[src/rtl/data_mem_mmio_pkg.sv]
// Shared types and constants for the data-memory / MMIO slave.
package data_mem_mmio_pkg;

    typedef enum logic [1:0] {
        ST_CLEAR  = 2'd0,
        ST_IDLE   = 2'd1,
        ST_SECOND = 2'd2
    } state_t;

    localparam logic ACC_BYTE = 1'b0;
    localparam logic ACC_HALF = 1'b1;

    localparam logic [15:0] DEF_RAM_BASE   = 16'h1000;
    localparam logic [15:0] DEF_LED_BASE   = 16'h2000;
    localparam logic [15:0] DEF_DIGIT_BASE = 16'h3000;

    // Bit positions in the one-hot region vector; all-zero means unmapped.
    localparam int RG_ROM = 0;
    localparam int RG_RAM = 1;
    localparam int RG_LED = 2;
    localparam int RG_DIG = 3;

    typedef logic [3:0] region_t;

endpackage

[src/rtl/data_mem_mmio_decode.sv]
// Combinational address decoder: region one-hot, region-relative offset,
// odd-halfword RAM detection and address-level faults.
module mmio_addr_decode
    import data_mem_mmio_pkg::*;
#(
    parameter int          RAM_BYTES  = 64,
    parameter int          NUM_LEDS   = 4,
    parameter int          NUM_DIGITS = 6,
    parameter logic [15:0] RAM_BASE   = DEF_RAM_BASE,
    parameter logic [15:0] LED_BASE   = DEF_LED_BASE,
    parameter logic [15:0] DIGIT_BASE = DEF_DIGIT_BASE
) (
    input  logic [15:0] DAddress,
    input  logic        memc,
    output region_t     region,
    output logic [15:0] offset,
    output logic        misaligned,
    output logic        fault
);

    logic [15:0] ram_off;
    logic [15:0] led_off;
    logic [15:0] dig_off;

    always_comb begin
        ram_off    = DAddress - RAM_BASE;
        led_off    = DAddress - LED_BASE;
        dig_off    = DAddress - DIGIT_BASE;
        region     = '0;
        offset     = '0;
        misaligned = 1'b0;
        fault      = 1'b0;
        if (DAddress < RAM_BASE) begin
            region[RG_ROM] = 1'b1;
            offset         = DAddress;
        end else if (ram_off < 16'(RAM_BYTES)) begin
            region[RG_RAM] = 1'b1;
            offset         = ram_off;
            if (memc == ACC_HALF) begin
                // the last byte has no partner inside the window
                if (ram_off == 16'(RAM_BYTES - 1))
                    fault = 1'b1;
                else
                    misaligned = ram_off[0];
            end
        end else if (led_off < 16'(NUM_LEDS)) begin
            region[RG_LED] = 1'b1;
            offset         = led_off;
        end else if (dig_off < 16'(NUM_DIGITS)) begin
            region[RG_DIG] = 1'b1;
            offset         = dig_off;
            if (memc == ACC_HALF && dig_off == 16'(NUM_DIGITS - 1))
                fault = 1'b1;
        end else begin
            fault = 1'b1;
        end
    end

endmodule

[src/rtl/data_mem_mmio.sv]
// Data-memory / MMIO slave: req/ready handshake, byte RAM with reset clear
// sweep, LED and 7-seg digit registers, ROM data window.
module data_mem_mmio
    import data_mem_mmio_pkg::*;
#(
    parameter int          RAM_BYTES  = 64,
    parameter int          NUM_LEDS   = 4,
    parameter int          NUM_DIGITS = 6,
    parameter logic [15:0] RAM_BASE   = DEF_RAM_BASE,
    parameter logic [15:0] LED_BASE   = DEF_LED_BASE,
    parameter logic [15:0] DIGIT_BASE = DEF_DIGIT_BASE
) (
    input  logic                    CLK,
    input  logic                    RESET,
    input  logic                    req,
    input  logic                    wmem,
    input  logic                    memc,
    input  logic [15:0]             DAddress,
    input  logic [15:0]             DataIn,
    input  logic [15:0]             DataFromROM,
    output logic [15:0]             ROMDataAddress,
    output logic                    ready,
    output logic [15:0]             DataOut,
    output logic                    err,
    output logic [NUM_LEDS-1:0]     led,
    output logic [8*NUM_DIGITS-1:0] digit_flat
);

    localparam int AW = (RAM_BYTES  > 1) ? $clog2(RAM_BYTES)  : 1;
    localparam int LW = (NUM_LEDS   > 1) ? $clog2(NUM_LEDS)   : 1;
    localparam int DW = (NUM_DIGITS > 1) ? $clog2(NUM_DIGITS) : 1;

    state_t state, state_nx;

    logic [7:0]                  ram [RAM_BYTES];
    logic [NUM_DIGITS-1:0][7:0]  digit_r;
    logic [AW-1:0]               clr_ptr;
    logic [AW-1:0]               sec_idx;
    logic [7:0]                  sec_lo;
    logic [7:0]                  sec_hi;
    logic                        sec_wr;

    region_t     dec_region;
    logic [15:0] dec_off;
    logic        dec_mis;
    logic        dec_fault;

    logic          accept;
    logic          fault_any;
    logic          wr_ok;
    logic [AW-1:0] idx, idx1;
    logic [LW-1:0] led_k;
    logic [DW-1:0] dig_k, dig_k1;
    logic [15:0]   rd_data;

    logic          wa_en, wb_en;
    logic [AW-1:0] wa_idx, wb_idx;
    logic [7:0]    wa_dat, wb_dat;

    logic unused_off;
    assign unused_off = ^dec_off;

    assign ROMDataAddress = DAddress;
    assign digit_flat     = digit_r;

    mmio_addr_decode #(
        .RAM_BYTES  (RAM_BYTES),
        .NUM_LEDS   (NUM_LEDS),
        .NUM_DIGITS (NUM_DIGITS),
        .RAM_BASE   (RAM_BASE),
        .LED_BASE   (LED_BASE),
        .DIGIT_BASE (DIGIT_BASE)
    ) u_dec (
        .DAddress   (DAddress),
        .memc       (memc),
        .region     (dec_region),
        .offset     (dec_off),
        .misaligned (dec_mis),
        .fault      (dec_fault)
    );

    assign idx       = dec_off[AW-1:0];
    assign idx1      = idx + AW'(1);
    assign led_k     = dec_off[LW-1:0];
    assign dig_k     = dec_off[DW-1:0];
    assign dig_k1    = dig_k + DW'(1);
    assign fault_any = dec_fault || (dec_region[RG_ROM] && wmem);
    assign wr_ok     = accept && wmem && !fault_any;

    always_comb begin
        rd_data = '0;
        if (dec_region[RG_ROM])
            rd_data = DataFromROM;
        else if (dec_region[RG_RAM])
            rd_data = (memc == ACC_HALF) ? {ram[idx1], ram[idx]} : {8'h00, ram[idx]};
        else if (dec_region[RG_LED])
            rd_data = {15'h0000, led[led_k]};
        else if (dec_region[RG_DIG])
            rd_data = (memc == ACC_HALF) ? {digit_r[dig_k1], digit_r[dig_k]} : {8'h00, digit_r[dig_k]};
    end

    always_ff @(posedge CLK) begin
        if (!RESET)
            state <= ST_CLEAR;
        else
            state <= state_nx;
    end

    // A still-high ready blocks acceptance, so a held req can't re-trigger.
    always_comb begin
        state_nx = state;
        accept   = 1'b0;
        case (state)
            ST_CLEAR:  if (clr_ptr == AW'(RAM_BYTES - 2)) state_nx = ST_IDLE;
            ST_IDLE: begin
                if (req && !ready) begin
                    accept = 1'b1;
                    if (dec_mis) state_nx = ST_SECOND;
                end
            end
            ST_SECOND: state_nx = ST_IDLE;
            default:   state_nx = ST_CLEAR;
        endcase
    end

    // Two RAM write ports: the sweep clears a byte pair, aligned halfwords
    // write both bytes, an odd halfword writes its high byte in SECOND.
    always_comb begin
        wa_en  = 1'b0;
        wa_idx = idx;
        wa_dat = DataIn[7:0];
        wb_en  = 1'b0;
        wb_idx = idx1;
        wb_dat = DataIn[15:8];
        case (state)
            ST_CLEAR: begin
                wa_en  = 1'b1;
                wa_idx = clr_ptr;
                wa_dat = 8'h00;
                wb_en  = 1'b1;
                wb_idx = clr_ptr + AW'(1);
                wb_dat = 8'h00;
            end
            ST_IDLE: begin
                if (wr_ok && dec_region[RG_RAM]) begin
                    wa_en = 1'b1;
                    wb_en = (memc == ACC_HALF) && !dec_mis;
                end
            end
            ST_SECOND: begin
                if (sec_wr) begin
                    wa_en  = 1'b1;
                    wa_idx = sec_idx;
                    wa_dat = sec_hi;
                end
            end
            default: ;
        endcase
    end

    always_ff @(posedge CLK) begin
        if (RESET) begin
            if (wa_en) ram[wa_idx] <= wa_dat;
            if (wb_en) ram[wb_idx] <= wb_dat;
        end
    end

    always_ff @(posedge CLK) begin
        if (!RESET) begin
            ready   <= 1'b0;
            err     <= 1'b0;
            DataOut <= '0;
            led     <= '0;
            digit_r <= '0;
            clr_ptr <= '0;
            sec_idx <= '0;
            sec_lo  <= '0;
            sec_hi  <= '0;
            sec_wr  <= 1'b0;
        end else begin
            ready <= 1'b0;
            err   <= 1'b0;
            if (state == ST_CLEAR)
                clr_ptr <= clr_ptr + AW'(2);
            if (accept && dec_mis) begin
                sec_idx <= idx1;
                sec_lo  <= ram[idx];
                sec_hi  <= DataIn[15:8];
                sec_wr  <= wmem;
            end else if (accept) begin
                ready <= 1'b1;
                err   <= fault_any;
                if (!wmem)
                    DataOut <= fault_any ? 16'h0000 : rd_data;
                if (wr_ok && dec_region[RG_LED])
                    led[led_k] <= DataIn[0];
                if (wr_ok && dec_region[RG_DIG]) begin
                    digit_r[dig_k] <= DataIn[7:0];
                    if (memc == ACC_HALF) digit_r[dig_k1] <= DataIn[15:8];
                end
            end
            if (state == ST_SECOND) begin
                ready <= 1'b1;
                if (!sec_wr) DataOut <= {ram[sec_idx], sec_lo};
            end
        end
    end

endmodule

[config.mk]
export PLATFORM = sky130hd
export DESIGN_NAME = data_mem_mmio
export DESIGN_NICKNAME = d
export VERILOG_FILES = /design/src/rtl/data_mem_mmio_pkg.sv /design/src/rtl/data_mem_mmio_decode.sv /design/src/rtl/data_mem_mmio.sv
export SDC_FILE = /design/constraint.sdc
export NUM_CORES = 2
export LEC_CHECK = 0
export BUFFER_PORTS_ARGS = -buffer_cell sky130_fd_sc_hd__buf_2
export CORE_MARGIN = 2
export CORE_UTILIZATION = 30
export DETAILED_ROUTE_END_ITERATION = 10
export SYNTH_ARGS = -nofsm -noshare
export SYNTH_HDL_FRONTEND = slang
export SYNTH_SLANG_ARGS = --single-unit
[constraint.sdc]
create_clock -name CLK -period 7.9 [get_ports CLK]
set_input_delay 0.79 -clock CLK [delete_from_list [all_inputs] [get_ports CLK]]
set_output_delay 0.79 -clock CLK [all_outputs]
set_load 0.01 [all_outputs]
==> metrics.yaml <==
status:
  outcome: "complete, but fails checks"
  violations: "max-capacitance violations"
sta:
  skew_ns: 0.0273
  setup_viol: 0
  min_period_ns: 7.11
  hold_viol: 0
  relSlewSlack: 0.0170
  max_freq_ghz: 0.141
  fin_setup_tns_ns: 0
  slew_violations: 0
  rsz0062_at_grt: "no"
  worst_pin_slew_ns: 1.46
  fin_crit_sh: 0.900
detailed_routing:
  routed_wl_um: 214000
  firstDrtPassIters: 6
  drt_iter0_markers: 7519
  drc: 0
  ant_nets: 0
  wire_per_inst_um: 37.2
  vias: 38641
  vias_per_cell: 6.71
power:
  p_leak_nw: 16.0
  ir_drop_mv: 0.137
  cellPowerDensity_nw_per_um2: 167
placement:
  gp_congestion: 1.06
  hpwl_um: 145000
  port_buffers: 138
yosys:
  async_flop_share: 0
  syn_inst: 3974
  synth-seq-cells: 618
  synthFlopType: "edfxtp_1"
  synth_compound_area_frac: 0.203
  syn_area_per_cell_um2: 10.1
  yosys.area_share.adder: 0.00280
  ys_seq_area_frac: 0.435
  syn-num-nets: 4036
  yosysUniqueCellTypes: 91
  synthSimpleGateAreaFrac: 0.136
  synth_xor_area_frac: 0.00215
  synthesis.area_um2: 40200
  synth_top_family_by_area: "compound AO/OA/AOI/OAI gates"
  ys_warn_count: 0
  synth_edf_count: 512
  muxShareOfSynthArea: 0.165
grt:
  track_usage: 0.304
  antenna_found_initial: 18
  grt_pass1_vias: 34960
  grt_max_degree: 97
  overflow: 0
  grt_first_pass_wirelength_um: 293000
setup_path:
  critPathMaxFanout: 41
  critPathArrivalTime_ns: 7.38
  path_class: "in2reg"
  end_kind: "flip-flop"
  worstPathRequired_ns: 8.17
  start_kind: "input pin"
layout:
  final_nets: 3989
  fin_util: 0.340
  drive_gt1_frac: 0.192
  area_growth_pct: 12.5
clocking:
  clock_latency_ns: 0.64
  cts_sinks: 618
  root_buffer: "clkbuf_16"
  cts_tree: "yes"
  clock_path_buffers: 3
  cts_resized: 0
  h-tree-depth: 3
  hold_buffers: 0
  cts_setup_buffers: 0
  cts_made_buffers: 72
  clk_pin_slew_ns: 0.06
floorplan:
  fp.dieH_um: 370
  num_rows: 134
  die_area_um2: 137000
  die-width_um: 370
  coreArea_um2: 133000
  start_util: 0.302
  io-pin-count: 139
worst_hold_path:
  hold_class: "in2reg"
run:
  max_cap_violations: 1
[synthesized netlist by cell type (all sizes together) (48+ instances only)]
master,instances,area share
mux2i,107,0.027
a22o,171,0.037
buf,153,0.020
inv,77,0.0072
nor3,62,0.0082
a221oi,53,0.012
nand3,144,0.018
dfxtp,106,0.053
a21oi,248,0.032
o21ai,260,0.032
o22ai,115,0.018
nand2,615,0.057
clkbuf,298,0.028
nor2,285,0.027
o211a,48,0.012
edfxtp,512,0.38
mux4,230,0.13
[registers in the layout, indices dropped and copies added, names as in the netlist, named ones only]
register / cells
sec_lo: 8
clr_ptr: 5
sec_wr: 1
sec_idx: 6
state: 2
led: 4
sec_hi: 8
ready: 1
digit_flat: 48
DataOut: 16
err: 1
ram: 512
[kinds of logic after synthesis]
family / count (synthesis)
AND/OR/NAND/NOR: 1251
AO/OA/AOI/OAI: 1184
buffers and inverters: 530
multiplexers: 373
XOR/XNOR: 9
flip-flops: 618
adder cells (fa/ha/maj): 9
[power by group]
group | total, mW | switching (mW) | internal [mW] | leakage [nW]
logic | 0.605 | 0.452 | 0.153 | 9.12
registers | 3.52 | 0.0177 | 3.50 | 5.78
clock network | 3.44 | 1.48 | 1.97 | 1.14
total | 7.57 | 1.95 | 5.62 | 16.0
[worst paths after layout]
check,to,slack [ns],cells after the start,startpoint
worst min register to register,sec_hi[6],0.47,2,sec_hi[6]
worst max register to register,ram[23][3],2.72,6,state[0]
worst max-delay path,ram[23][3],0.79,14,DAddress[11]
worst min-delay path,sec_wr,0.46,3,wmem
[critical path, cell delays in order]
cell      delay, ns
buf_2          0.11
nor4_2         0.98
and2_1         0.50
o211ai_2       0.28
nand2_1        0.32
and2_1         0.51
ha_4           0.55
clkinv_1       0.59
buf_4          0.42
nor2_1         0.16
nand2_1        0.08
a21oi_2        0.81
nand2_1        0.61
o21ai_1        0.64
[layout by cell type, fill, tap and decap left out, types with 48 or more instances in the layout]
master / Yosys / final
o21ai_0: 146 / 146
buf_4: 26 / 187
edfxtp_1: 512 / 512
o21ai_1: 114 / 113
dfxtp_1: 106 / 99
mux4_2: 230 / 230
nand3_1: 144 / 144
clkbuf_16: 0 / 75
buf_2: 66 / 135
o211a_1: 48 / 48
nor3_1: 58 / 57
a22o_1: 171 / 170
nand2_1: 613 / 611
a21oi_1: 242 / 242
inv_1: 76 / 75
a221oi_1: 52 / 52
o22ai_1: 115 / 115
mux2i_1: 107 / 107
nor2_1: 284 / 278
[final cells by class]
cell class | count | area (um^2)
multi-input combinational | 2826 | 20700
fill | 13353 | 88000
clock inverter | 45 | 417
clock buffer | 87 | 1920
antenna | 7 | 17.5
timing repair buffer | 330 | 2240
sequential | 618 | 17500
inverter | 79 | 304
tap | 1768 | 2210
[metrics by stage]
stage	cell area (um^2)	total power [mW]	setup slack (ns)	instances	hold WS, ns
6_report	45300	7.57	0.792	5760	0.459
5_1_grt	45300	7.69	0.637	5754	0.474
3_3_place_gp	42900	4.16	0.831	5621	0.453
3_5_place_dp	42900	4.16	0.678	5621	0.462
2_1_floorplan	40200	3.88	1.95	3974	0.443
4_1_cts	45300	7.54	1.29	5753	0.438
[routing by layer]
layer / global-route usage / part of all wire / up-vias
met5: 0 / 0.00062 / -
met2: 0.443 / 0.42 / 3676
li1: - / - / 15265
met4: 0.187 / 0.076 / 16
met1: 0.390 / 0.36 / 18949
met3: 0.0958 / 0.15 / 735
(Power assumes the default switching activity.)
